File: src/rtl/cmd_arbiter_if.sv
// cmd_arbiter_if: command-request and command-issue signals of the arbiter.
//   Requests in : drv_req_i/drv_index_i/drv_arg_i, cmd12_req_i, cmd23_req_i/cmd23_arg_i
//   Control in  : abort_i (cancel everything), done_i (engine finished command)
//   Issue out   : start_o, index_o, arg_o, src_o
//   Status out  : busy_o, drv_pending_o, drv_overrun_o, timeout_o
// slave  = arbiter side, master = requester / command-engine side.
interface cmd_arbiter_if;
   logic        drv_req_i;
   logic [5:0]  drv_index_i;
   logic [31:0] drv_arg_i;
   logic        cmd12_req_i;
   logic        cmd23_req_i;
   logic [31:0] cmd23_arg_i;
   logic        abort_i;
   logic        done_i;
   logic        start_o;
   logic [5:0]  index_o;
   logic [31:0] arg_o;
   logic [1:0]  src_o;
   logic        busy_o;
   logic        drv_pending_o;
   logic        drv_overrun_o;
   logic        timeout_o;

   modport slave (
      input  drv_req_i, drv_index_i, drv_arg_i, cmd12_req_i, cmd23_req_i,
             cmd23_arg_i, abort_i, done_i,
      output start_o, index_o, arg_o, src_o, busy_o, drv_pending_o,
             drv_overrun_o, timeout_o
   );

   modport master (
      output drv_req_i, drv_index_i, drv_arg_i, cmd12_req_i, cmd23_req_i,
             cmd23_arg_i, abort_i, done_i,
      input  start_o, index_o, arg_o, src_o, busy_o, drv_pending_o,
             drv_overrun_o, timeout_o
   );
endinterface

File: src/rtl/cmd_arbiter.sv
// cmd_arbiter: arbitrates driver, auto-CMD23 and auto-CMD12 command requests
// onto a single command engine. Fixed priority CMD12 > CMD23 > driver, one
// command in flight, a watchdog on the engine's done_i and an enforced idle
// gap between commands.
//   clk_i  : clock, rising edge
//   rst_ni : synchronous active-low reset
//   bus    : cmd_arbiter_if.slave (requests, abort/done, issue and status)
module cmd_arbiter #(
   parameter int unsigned TIMEOUT_CYCLES = 1024,
   parameter int unsigned GAP_CYCLES     = 8
) (
   input logic          clk_i,
   input logic          rst_ni,
   cmd_arbiter_if.slave bus
);

   localparam int unsigned TO_W  = (TIMEOUT_CYCLES > 1) ? $clog2(TIMEOUT_CYCLES) : 1;
   localparam int unsigned GAP_W = (GAP_CYCLES > 1) ? $clog2(GAP_CYCLES) : 1;
   localparam logic [TO_W-1:0]  TO_LAST  = TO_W'(TIMEOUT_CYCLES - 1);
   localparam logic [GAP_W-1:0] GAP_LAST = GAP_W'(GAP_CYCLES - 1);

   typedef enum logic [1:0] {S_IDLE, S_START, S_WAIT_DONE, S_GAP} state_t;

   // pending/grant bit order: [2] CMD12, [1] CMD23, [0] driver
   state_t           r_state;
   logic [2:0]       r_pend;
   logic [5:0]       r_drv_idx;
   logic [31:0]      r_drv_arg;
   logic [31:0]      r_c23_arg;
   logic [TO_W-1:0]  r_to_cnt;
   logic [GAP_W-1:0] r_gap_cnt;
   logic             r_start;
   logic [5:0]       r_index;
   logic [31:0]      r_arg;
   logic [1:0]       r_src;
   logic             r_busy;
   logic             r_overrun;
   logic             r_timeout;

   logic [2:0]       w_req;
   logic [2:0]       w_grant;
   logic [2:0]       w_pend_nxt;
   logic             w_overrun;

   assign w_req = {bus.cmd12_req_i, bus.cmd23_req_i, bus.drv_req_i};

   // Fixed-priority grant, only offered while idle.
   always_comb begin
      w_grant = 3'b000;
      if (r_state == S_IDLE) begin
         if (r_pend[2])      w_grant = 3'b100;
         else if (r_pend[1]) w_grant = 3'b010;
         else if (r_pend[0]) w_grant = 3'b001;
      end
   end

   // A request landing in its own grant cycle re-arms the flag.
   assign w_pend_nxt = (r_pend & ~w_grant) | w_req;
   // Driver slot is free again once its grant is taken this cycle.
   assign w_overrun  = bus.drv_req_i & r_pend[0] & ~w_grant[0];

   // Sequencer: pending flags, captures, state and registered outputs.
   always_ff @(posedge clk_i) begin
      if (!rst_ni) begin
         r_state   <= S_IDLE;
         r_pend    <= '0;
         r_drv_idx <= '0;
         r_drv_arg <= '0;
         r_c23_arg <= '0;
         r_to_cnt  <= '0;
         r_gap_cnt <= '0;
         r_start   <= 1'b0;
         r_index   <= '0;
         r_arg     <= '0;
         r_src     <= '0;
         r_busy    <= 1'b0;
         r_overrun <= 1'b0;
         r_timeout <= 1'b0;
      end else if (bus.abort_i) begin
         r_state   <= S_IDLE;
         r_pend    <= '0;
         r_to_cnt  <= '0;
         r_gap_cnt <= '0;
         r_start   <= 1'b0;
         r_busy    <= 1'b0;
         r_overrun <= 1'b0;
         r_timeout <= 1'b0;
      end else begin
         r_start   <= 1'b0;
         r_timeout <= 1'b0;
         r_overrun <= w_overrun;
         r_pend    <= w_pend_nxt;
         if (bus.drv_req_i && !w_overrun) begin
            r_drv_idx <= bus.drv_index_i;
            r_drv_arg <= bus.drv_arg_i;
         end
         if (bus.cmd23_req_i) r_c23_arg <= bus.cmd23_arg_i;

         case (r_state)
            S_IDLE: begin
               if (|w_grant) begin
                  r_state <= S_START;
                  r_start <= 1'b1;
                  r_busy  <= 1'b1;
                  if (w_grant[2]) begin
                     r_index <= 6'd12;
                     r_arg   <= '0;
                     r_src   <= 2'd2;
                  end else if (w_grant[1]) begin
                     r_index <= 6'd23;
                     r_arg   <= r_c23_arg;
                     r_src   <= 2'd1;
                  end else begin
                     r_index <= r_drv_idx;
                     r_arg   <= r_drv_arg;
                     r_src   <= 2'd0;
                  end
               end else begin
                  r_busy <= |w_pend_nxt;
               end
            end
            S_START: begin
               r_state  <= S_WAIT_DONE;
               r_to_cnt <= '0;
               r_busy   <= 1'b1;
            end
            S_WAIT_DONE: begin
               r_busy <= 1'b1;
               if (bus.done_i) begin
                  r_state   <= S_GAP;
                  r_gap_cnt <= '0;
               end else if (r_to_cnt == TO_LAST) begin
                  r_state   <= S_GAP;
                  r_gap_cnt <= '0;
                  r_timeout <= 1'b1;
               end else begin
                  r_to_cnt <= r_to_cnt + TO_W'(1);
               end
            end
            S_GAP: begin
               if (r_gap_cnt == GAP_LAST) begin
                  r_state <= S_IDLE;
                  r_busy  <= |w_pend_nxt;
               end else begin
                  r_gap_cnt <= r_gap_cnt + GAP_W'(1);
                  r_busy    <= 1'b1;
               end
            end
            default: r_state <= S_IDLE;
         endcase
      end
   end

   assign bus.start_o       = r_start;
   assign bus.index_o       = r_index;
   assign bus.arg_o         = r_arg;
   assign bus.src_o         = r_src;
   assign bus.busy_o        = r_busy;
   assign bus.drv_pending_o = r_pend[0];
   assign bus.drv_overrun_o = r_overrun;
   assign bus.timeout_o     = r_timeout;

endmodule

File: src/flat_wrapper.sv
// flat-port wrapper written by rule: the top's interface ports become plain ports
module cmd_arbiter_flat 
#(
   parameter int unsigned TIMEOUT_CYCLES = 1024,
   parameter int unsigned GAP_CYCLES     = 8
)
  (clk_i, rst_ni, bus_drv_req_i, bus_drv_index_i, bus_drv_arg_i, bus_cmd12_req_i, bus_cmd23_req_i, bus_cmd23_arg_i, bus_abort_i, bus_done_i, bus_start_o, bus_index_o, bus_arg_o, bus_src_o, bus_busy_o, bus_drv_pending_o, bus_drv_overrun_o, bus_timeout_o);
  cmd_arbiter_if bus_i ();
  input logic clk_i;
  input logic rst_ni;
  input wire logic [$bits(bus_i.drv_req_i)-1:0] bus_drv_req_i;
  input wire logic [$bits(bus_i.drv_index_i)-1:0] bus_drv_index_i;
  input wire logic [$bits(bus_i.drv_arg_i)-1:0] bus_drv_arg_i;
  input wire logic [$bits(bus_i.cmd12_req_i)-1:0] bus_cmd12_req_i;
  input wire logic [$bits(bus_i.cmd23_req_i)-1:0] bus_cmd23_req_i;
  input wire logic [$bits(bus_i.cmd23_arg_i)-1:0] bus_cmd23_arg_i;
  input wire logic [$bits(bus_i.abort_i)-1:0] bus_abort_i;
  input wire logic [$bits(bus_i.done_i)-1:0] bus_done_i;
  output wire logic [$bits(bus_i.start_o)-1:0] bus_start_o;
  output wire logic [$bits(bus_i.index_o)-1:0] bus_index_o;
  output wire logic [$bits(bus_i.arg_o)-1:0] bus_arg_o;
  output wire logic [$bits(bus_i.src_o)-1:0] bus_src_o;
  output wire logic [$bits(bus_i.busy_o)-1:0] bus_busy_o;
  output wire logic [$bits(bus_i.drv_pending_o)-1:0] bus_drv_pending_o;
  output wire logic [$bits(bus_i.drv_overrun_o)-1:0] bus_drv_overrun_o;
  output wire logic [$bits(bus_i.timeout_o)-1:0] bus_timeout_o;
  assign bus_i.drv_req_i = bus_drv_req_i;
  assign bus_i.drv_index_i = bus_drv_index_i;
  assign bus_i.drv_arg_i = bus_drv_arg_i;
  assign bus_i.cmd12_req_i = bus_cmd12_req_i;
  assign bus_i.cmd23_req_i = bus_cmd23_req_i;
  assign bus_i.cmd23_arg_i = bus_cmd23_arg_i;
  assign bus_i.abort_i = bus_abort_i;
  assign bus_i.done_i = bus_done_i;
  assign bus_start_o = bus_i.start_o;
  assign bus_index_o = bus_i.index_o;
  assign bus_arg_o = bus_i.arg_o;
  assign bus_src_o = bus_i.src_o;
  assign bus_busy_o = bus_i.busy_o;
  assign bus_drv_pending_o = bus_i.drv_pending_o;
  assign bus_drv_overrun_o = bus_i.drv_overrun_o;
  assign bus_timeout_o = bus_i.timeout_o;
  cmd_arbiter #(.TIMEOUT_CYCLES(TIMEOUT_CYCLES), .GAP_CYCLES(GAP_CYCLES)) u_core (.clk_i(clk_i), .rst_ni(rst_ni), .bus(bus_i));
endmodule
File: config.mk
export PLATFORM = sky130hd
export DESIGN_NAME = cmd_arbiter_flat
export DESIGN_NICKNAME = d
export VERILOG_FILES = /design/src/rtl/cmd_arbiter_if.sv /design/src/rtl/cmd_arbiter.sv /design/src/flat_wrapper.sv
export SDC_FILE = /design/constraint.sdc
export NUM_CORES = 1
export LEC_CHECK = 0
export ABC_CLOCK_PERIOD_IN_PS = 2100
export CELL_PAD_IN_SITES_DETAIL_PLACEMENT = 0
export CELL_PAD_IN_SITES_GLOBAL_PLACEMENT = 1
export CORE_MARGIN = 4
export CORE_UTILIZATION = 38
export DETAILED_ROUTE_END_ITERATION = 10
export GPL_ROUTABILITY_DRIVEN = 0
export PLACE_DENSITY_LB_ADDON = 0.1
export SETUP_SLACK_MARGIN = 0.1
export SKIP_LAST_GASP = 1
export SYNTH_ARGS = -nofsm -noshare
export SYNTH_HDL_FRONTEND = slang
export SYNTH_SLANG_ARGS = --single-unit
File: constraint.sdc
create_clock -name clk_i -period 2.1 [get_ports clk_i]
set_input_delay 0.315 -clock clk_i [delete_from_list [all_inputs] [get_ports clk_i]]
set_output_delay 0.315 -clock clk_i [all_outputs]
set_load 0.02 [all_outputs]
==> flow_summary_export.csv, run 1 <==
group,metric,value,unit
yosys,synth.area.top_cells,"dfxtp_1, mux2i_1, nand2_1",
detailed_routing,routed_wl,14600,microns
final_layout,post-route-util,53.6,%
final_layout,diodes,0,
global_route,grtUsageMet2,30.4,%
cts,worst_skew_pair.late_latency,0.42,ns
yosys,yosysUniqueCellTypes,50,
placement,pre_cts_ws,0.113,ns
global_route,grt_pass1_vias,4803,
final_layout,fin_nets,787,
cts,clock-sinks,132,
yosys,syn_avg_cell_area,9.66,sq um
detailed_routing,dr.pass1.iters,4,
detailed_routing,wire_per_inst,16.2,microns
final_layout,fin_cells,899,
final_layout,drive_gt1_share,10.2,%
run,maxCapViolCount,0,
global_route,overflow,0,
cts,cts_made_buffers,17,
global_route,use_met1,22.0,%
sta,setup_ws,0.181,ns
die,initial_utilization,38.7,%
final_layout,syn2layout_area_growth,38.4,%
sta,finalCriticalPeriod,1.92,ns
cts,cts_buffer_depth,2,
sta,fmax,0.521,GHz
sta,rsz0062_at_grt,"yes",
global_route,grt_use_met3,5.03,%
sta,skew,0.00794,ns
final_layout,fillerInstances,1287,
yosys,syn-cell-area,5610,sq um
worst_setup_path,critPathLaunchType,"flip-flop",
sta,finalMaxSlewViolations,0,
worst_setup_path,cp_data_arrival_time,2.22,ns
sta,hold_viol,0,
yosys,synth_edf_count,0,
sta,fin_crit_sh,91.4,%
detailed_routing,drc,0,
die,die_width,129,microns
sta,relSlewSlack,49.9,%
die,core,14500,sq um
yosys,synthFlopType,"dfxtp_1",
global_route,track_usage,17.8,%
cts,root_buffer,"clkbuf_16",
final_layout,multi_input_area,2740,sq um
yosys,synth_cells,580,
global_route,antenna_found_initial,0,
worst_setup_path,crit_fanout,16,
cts,h-tree-depth,4,
cts,cts_tree,"done",
placement,place_inst,862,
worst_setup_path,criticalPathCategory,"flip-flop to flip-flop",
pwr,peakVddDrop,0.000589,V
die,ios,122,
worst_hold_path,holdCritPathClass,"input port to flip-flop",
yosys,synth_nets,665,
die,die_area,16800,sq um
cts,clkTransAtPathRegs,0.06,ns
die,rows,44,
worst_setup_path,endpoint_kind,"flip-flop",
yosys,synthArstFlopShare,0,%
worst_setup_path,crit_required,2.40,ns
detailed_routing,drt-initial-drc-count,302,
yosys,synth_top_area_share,47.1,%
sta,max_slew.worst_pin.slew,0.746,ns
yosys,ys_seq_area_share,47.1,%
final_layout,final-seq-area,2640,sq um
global_route,grt_max_degree,61,
yosys,yosys-top-cells-count,"dfxtp_1, nand2_1, mux2i_1, nor2b_1, o211a_1",
sta,setup_violations,0,
detailed_routing,vias_per_cell,5.14,
global_route,grt.busiest_layer,"met2",
detailed_routing,drtAntennaViolNets,0,
yosys,synth_seq_cells,132,
yosys,synthMostInstantiatedCell,"dfxtp_1",
global_route,grt_first_pass_wirelength,23600,microns
pwr,p_per_area,872,nW/um^2
sta,tns,0,ns
placement,hpwlAfterDp,9680,microns
pwr,power_leakage,3.17,nW
cts,cts_resized,0,
run_status,status,"finished, final reports clean",
placement,portBuffers,121,
yosys,yosys.area.top_type,"dfxtp_1",
yosys,ys_warn_count,0,
detailed_routing,vias,4618,
die,die_h,129,microns
==> through the flow <==
stage | hold WS (ns) | area (sq um) | power (mW)
global placement | 0.451 | 7070 | 3.58
finish | 0.395 | 7760 | 6.77
detailed placement | 0.457 | 7070 | 3.59
global route | 0.420 | 7760 | 7.03
CTS | 0.376 | 7720 | 6.85
floorplan | 0.432 | 5610 | 3.18
==> cells by family after synthesis <==
logic type               synth area share [%]
AO/OA/AOI/OAI                            21.2
adder cells (fa/ha/maj)                  1.96
buffers and inverters                    4.51
multiplexers                             8.04
flip-flops                               47.1
AND/OR/NAND/NOR                          17.1
==> placed cells by master, fill, tap and decap left out, types with 2 or more instances in the layout <==
| master | n |
|---|---|
| nor2b_1 | 44 |
| and4_1 | 2 |
| nand3_1 | 5 |
| bufinv_16 | 5 |
| clkinvlp_4 | 2 |
| nand2_1 | 107 |
| nand2b_1 | 6 |
| a31oi_1 | 3 |
| clkbuf_16 | 17 |
| clkinv_2 | 5 |
| buf_4 | 20 |
| clkdlybuf4s50_1 | 120 |
| nand3_4 | 2 |
| o211a_1 | 36 |
| ha_1 | 8 |
| o31ai_1 | 5 |
| a22oi_1 | 33 |
| a21oi_1 | 16 |
| dfxtp_1 | 132 |
| inv_1 | 5 |
| o21ai_0 | 11 |
| nor2_1 | 9 |
| buf_12 | 6 |
| a21boi_0 | 34 |
| a311oi_1 | 4 |
| mux2i_1 | 45 |
| nand4b_1 | 3 |
==> final timing paths <==
path              cells past startpoint                              start                                 to  slack (ns)
hold reg to reg                       2  u_core.r_c23_arg[25]$_SDFFE_PN0P_  u_core.r_c23_arg[25]$_SDFFE_PN0P_        0.46
hold / removal                        3                             rst_ni    u_core.r_to_cnt[4]$_SDFFE_PP0P_        0.40
setup reg to reg                      7     u_core.r_state[0]$_SDFFE_PP0P_  u_core.r_drv_arg[11]$_SDFFE_PN0P_        0.18
setup / recovery                      7     u_core.r_state[0]$_SDFFE_PP0P_  u_core.r_drv_arg[11]$_SDFFE_PN0P_        0.18
==> routing by layer <==
layer	share of wire (%)	wire length, microns	vias to the layer above
li1	-	-	2292
met1	44	6500	2217
met2	50	7270	94
met3	4.6	672	15
met4	1.1	167	0
met5	0	0	-
==> worst max-delay path, cell delays in order (launching register included) <==
cell	delay, ns
dfxtp_1	0.33
inv_1	0.11
ha_1	0.19
or3b_4	0.43
a21oi_4	0.23
buf_12	0.20
mux2i_1	0.24
nor2b_1	0.07
==> timing repair <==
action / CTS / global route
endpoints found under the hold margin: 0 / 0
setup endpoints to repair: 0 / 15
hold buffers: 0 / 0
buffers inserted: 0 / 5
==> final cells by class <==
| type | instances | area share [%] |
|---|---|---|
| clock inverters | 14 | 2.68 |
| clock buffers | 18 | 5.66 |
| well taps | 184 | 2.97 |
| repair buffers | 147 | 19.0 |
| flip-flops and latches | 132 | 34.1 |
| inverters | 5 | 0.242 |
| multi-input cells | 399 | 35.4 |
==> state kept, by name, summed over array words and instances, names as in the netlist <==
signal	count
u_core.r_drv_idx	6
u_core.bus.drv_overrun_o	1
u_core.r_gap_cnt	3
u_core.r_drv_arg	32
u_core.r_to_cnt	10
u_core.r_pend	3
u_core.bus.arg_o	32
u_core.bus.src_o	2
u_core.r_state	2
u_core.bus.timeout_o	1
u_core.r_c23_arg	32
u_core.bus.start_o	1
u_core.bus.index_o	6
u_core.bus.busy_o	1
==> report_power, final <==
part / switching [mW] / leakage (nW) / internal (mW)
registers: 0.0711 / 1.08 / 2.63
logic: 0.398 / 1.78 / 0.431
clock network: 1.11 / 0.316 / 2.13
total: 1.58 / 3.17 / 5.19
Note: power is estimated with default switching activity, not from simulation.
==> run 2: changes to the inputs <==
--- a/config.mk
+++ b/config.mk
@@ -8,7 +8,7 @@
 export ABC_CLOCK_PERIOD_IN_PS = 2100
 export CELL_PAD_IN_SITES_DETAIL_PLACEMENT = 0
 export CELL_PAD_IN_SITES_GLOBAL_PLACEMENT = 1
-export CORE_MARGIN = 4
+export CORE_MARGIN = 5
 export CORE_UTILIZATION = 38
 export DETAILED_ROUTE_END_ITERATION = 10
 export GPL_ROUTABILITY_DRIVEN = 0
==> run 2 against run 1 <==
- final cell count increased by 0.22%
- die area grew 3.1%
- clock-buffer cell count grew 2
- core utilization grew 0.37 points
- combinational power increased by 2%
- critical path type unchanged
- critical endpoint is now u_core.r_drv_arg[12]$_SDFFE_PN0P_
- highest routed layer unchanged
==> flow_summary_export.csv, run 2 (same netlist as run 1, synthesis figures left out) <==
group,metric,value,unit
die,die_area,17300,sq um
detailed_routing,vias,4610,
final_layout,layout_commonest_cell,"dfxtp_1",
worst_setup_path,r2r_end,"u_core.r_drv_arg[12]$_SDFFE_PN0P_",
cts,hold_buffers,0,
detailed_routing,vias_per_cell,5.12,
placement,portBuffers,121,
detailed_routing,routed_wl,14800,microns
placement,hpwlAfterDp,9670,microns
cts,root_buffer,"clkbuf_16",
final_layout,fin_nets,789,
worst_setup_path,crit_end,"u_core.r_drv_arg[12]$_SDFFE_PN0P_",
worst_setup_path,crit_path_start,"u_core.r_state[1]$_SDFFE_PP0P_",
global_route,track_usage,16.7,%
worst_hold_path,holdCritPathClass,"input port to flip-flop",
cts,cts_buffer_depth,2,
pwr,p_per_area,862,nW/um^2
global_route,grt_pass1_vias,4750,
final_layout,layout_common_cells,"dfxtp_1, clkdlybuf4s50_1, nand2_1",
worst_setup_path,r2r_slack,0.19,ns
run_status,status,"finished, final reports clean",
global_route,antenna_found_initial,0,
global_route,grt_first_pass_wirelength,23800,microns
global_route,overflow,0,
pwr,peakVddDrop,0.000596,V
worst_setup_path,crit_required,2.41,ns
sta,relSlewSlack,52.2,%
die,rows,44,
sta,fmax,0.525,GHz
die,die_width,131,microns
detailed_routing,drtAntennaViolNets,0,
cts,cts_made_buffers,17,
pwr,power_leakage,3.20,nW
final_layout,multi_input_area,2750,sq um
final_layout,syn2layout_area_growth,39.4,%
final_layout,post-route-util,54.0,%
final_layout,fillerInstances,1315,
sta,hold_viol,0,
sta,skew,0.00812,ns
sta,fin_crit_sh,90.7,%
sta,setup_violations,0,
worst_setup_path,critPathLaunchType,"flip-flop",
detailed_routing,wire_per_inst,16.5,microns
sta,finalMaxSlewViolations,0,
worst_setup_path,crit_fanout,8,
die,ios,122,
cts,clkTransAtPathRegs,0.06,ns
final_layout,diodes,0,
detailed_routing,drc,0,
sta,rsz0062_at_grt,"no",
worst_setup_path,reg2reg_depth,8,
worst_setup_path,reg2reg_from,"u_core.r_state[1]$_SDFFE_PP0P_",
sta,finalCriticalPeriod,1.91,ns
detailed_routing,dr.pass1.iters,4,
die,die_h,131,microns
cts,h-tree-depth,4,
final_layout,drive_gt1_share,11.0,%
detailed_routing,drt-initial-drc-count,202,
cts,clock-sinks,132,
cts,worst_skew_pair.late_latency,0.42,ns
sta,tns,0,ns
cts,cts_tree,"done",
sta,max_slew.worst_pin.slew,0.710,ns
global_route,grt_max_degree,60,
run,maxCapViolCount,0,
final_layout,final-seq-area,2640,sq um
die,initial_utilization,38.7,%
worst_setup_path,criticalPathCategory,"flip-flop to flip-flop",
worst_setup_path,endpoint_kind,"flip-flop",
die,core,14500,sq um
worst_setup_path,cp_data_arrival_time,2.21,ns
-- run 2: cell types whose count changed in the layout (fill, tap and decap cells not counted), sizes merged --
cell	change
clkbuf	+4
clkinv	-1
bufinv	-1
-- run 2: how the worst min path moves through the flow --
stage | from | endpoint | slack (ns) | cells after the start
global placement | u_core.r_c23_arg[5]$_SDFFE_PN0P_ | u_core.r_c23_arg[5]$_SDFFE_PN0P_ | 0.45 | 2
detailed placement | u_core.r_c23_arg[11]$_SDFFE_PN0P_ | u_core.r_c23_arg[11]$_SDFFE_PN0P_ | 0.46 | 2
floorplan | bus_drv_req_i | u_core.r_pend[0]$_SDFF_PP0_ | 0.43 | 2
global route | bus_cmd23_arg_i[24] | u_core.r_c23_arg[24]$_SDFFE_PN0P_ | 0.45 | 3
CTS | bus_cmd23_arg_i[20] | u_core.r_c23_arg[20]$_SDFFE_PN0P_ | 0.43 | 3
finish | bus_cmd23_arg_i[20] | u_core.r_c23_arg[20]$_SDFFE_PN0P_ | 0.45 | 3
-- run 2: final cells by class --
cell class / count / share of cell area (%)
clock inverter: 12 / 2.26
tap: 184 / 2.95
sequential: 132 / 33.8
inverter: 5 / 0.240
multi-input combinational: 399 / 35.2
timing repair buffer: 149 / 19.5
clock buffer: 20 / 5.97
-- run 2: per-layer routing --
metal / global-route usage [%] / wire [microns] / up-vias
li1: - / - / 2303
met1: 20.6 / 6670 / 2196
met2: 27.9 / 7290 / 93
met3: 5.08 / 639 / 18
met4: 5.83 / 233 / 0
met5: 0 / 0 / -
-- run 2: repair_timing --
item | 4_1_cts | 5_1_grt
endpoints found under the setup margin | 0 | 29
gates resized for setup | 0 | 4
buffers inserted | 0 | 5
-- run 2: where the power goes --
| group | internal, mW | total, mW | switching [mW] |
|---|---|---|---|
| Clock | 2.08 | 3.19 | 1.11 |
| Sequential | 2.63 | 2.70 | 0.0708 |
| Combinational | 0.445 | 0.846 | 0.400 |
| Total | 5.16 | 6.74 | 1.58 |
-- run 2: critical path, stage by stage (launching register included) --
cell     delay, ns
dfxtp_1       0.35
inv_2         0.09
ha_1          0.16
or3b_4        0.40
a21oi_4       0.20
buf_12        0.16
buf_12        0.14
mux2i_1       0.22
nor2b_1       0.07
-- run 2: through the flow --
stage          power [mW]  cell area [sq um]  std cells  hold WS, ns  worst slack [ns]
2_1_floorplan        3.18               5610        580        0.432             0.196
3_3_place_gp         3.58               7060        862        0.450             0.186
3_5_place_dp         3.59               7060        862        0.458            0.0374
4_1_cts              6.80               7710        894        0.433             0.117
5_1_grt              7.00               7810        901        0.454            0.0952
6_report             6.74               7810        901        0.448             0.194
==> run 3: changes to the inputs <==
--- a/config.mk
+++ b/config.mk
@@ -10,6 +10,7 @@
 export CELL_PAD_IN_SITES_GLOBAL_PLACEMENT = 1
 export CORE_MARGIN = 5
 export CORE_UTILIZATION = 38
+export CTS_CLUSTER_DIAMETER = 100
 export DETAILED_ROUTE_END_ITERATION = 10
 export GPL_ROUTABILITY_DRIVEN = 0
 export PLACE_DENSITY_LB_ADDON = 0.1
==> results of run 3 <==
Same layout as run 2: the final DEF is identical, and so are final timing and power.
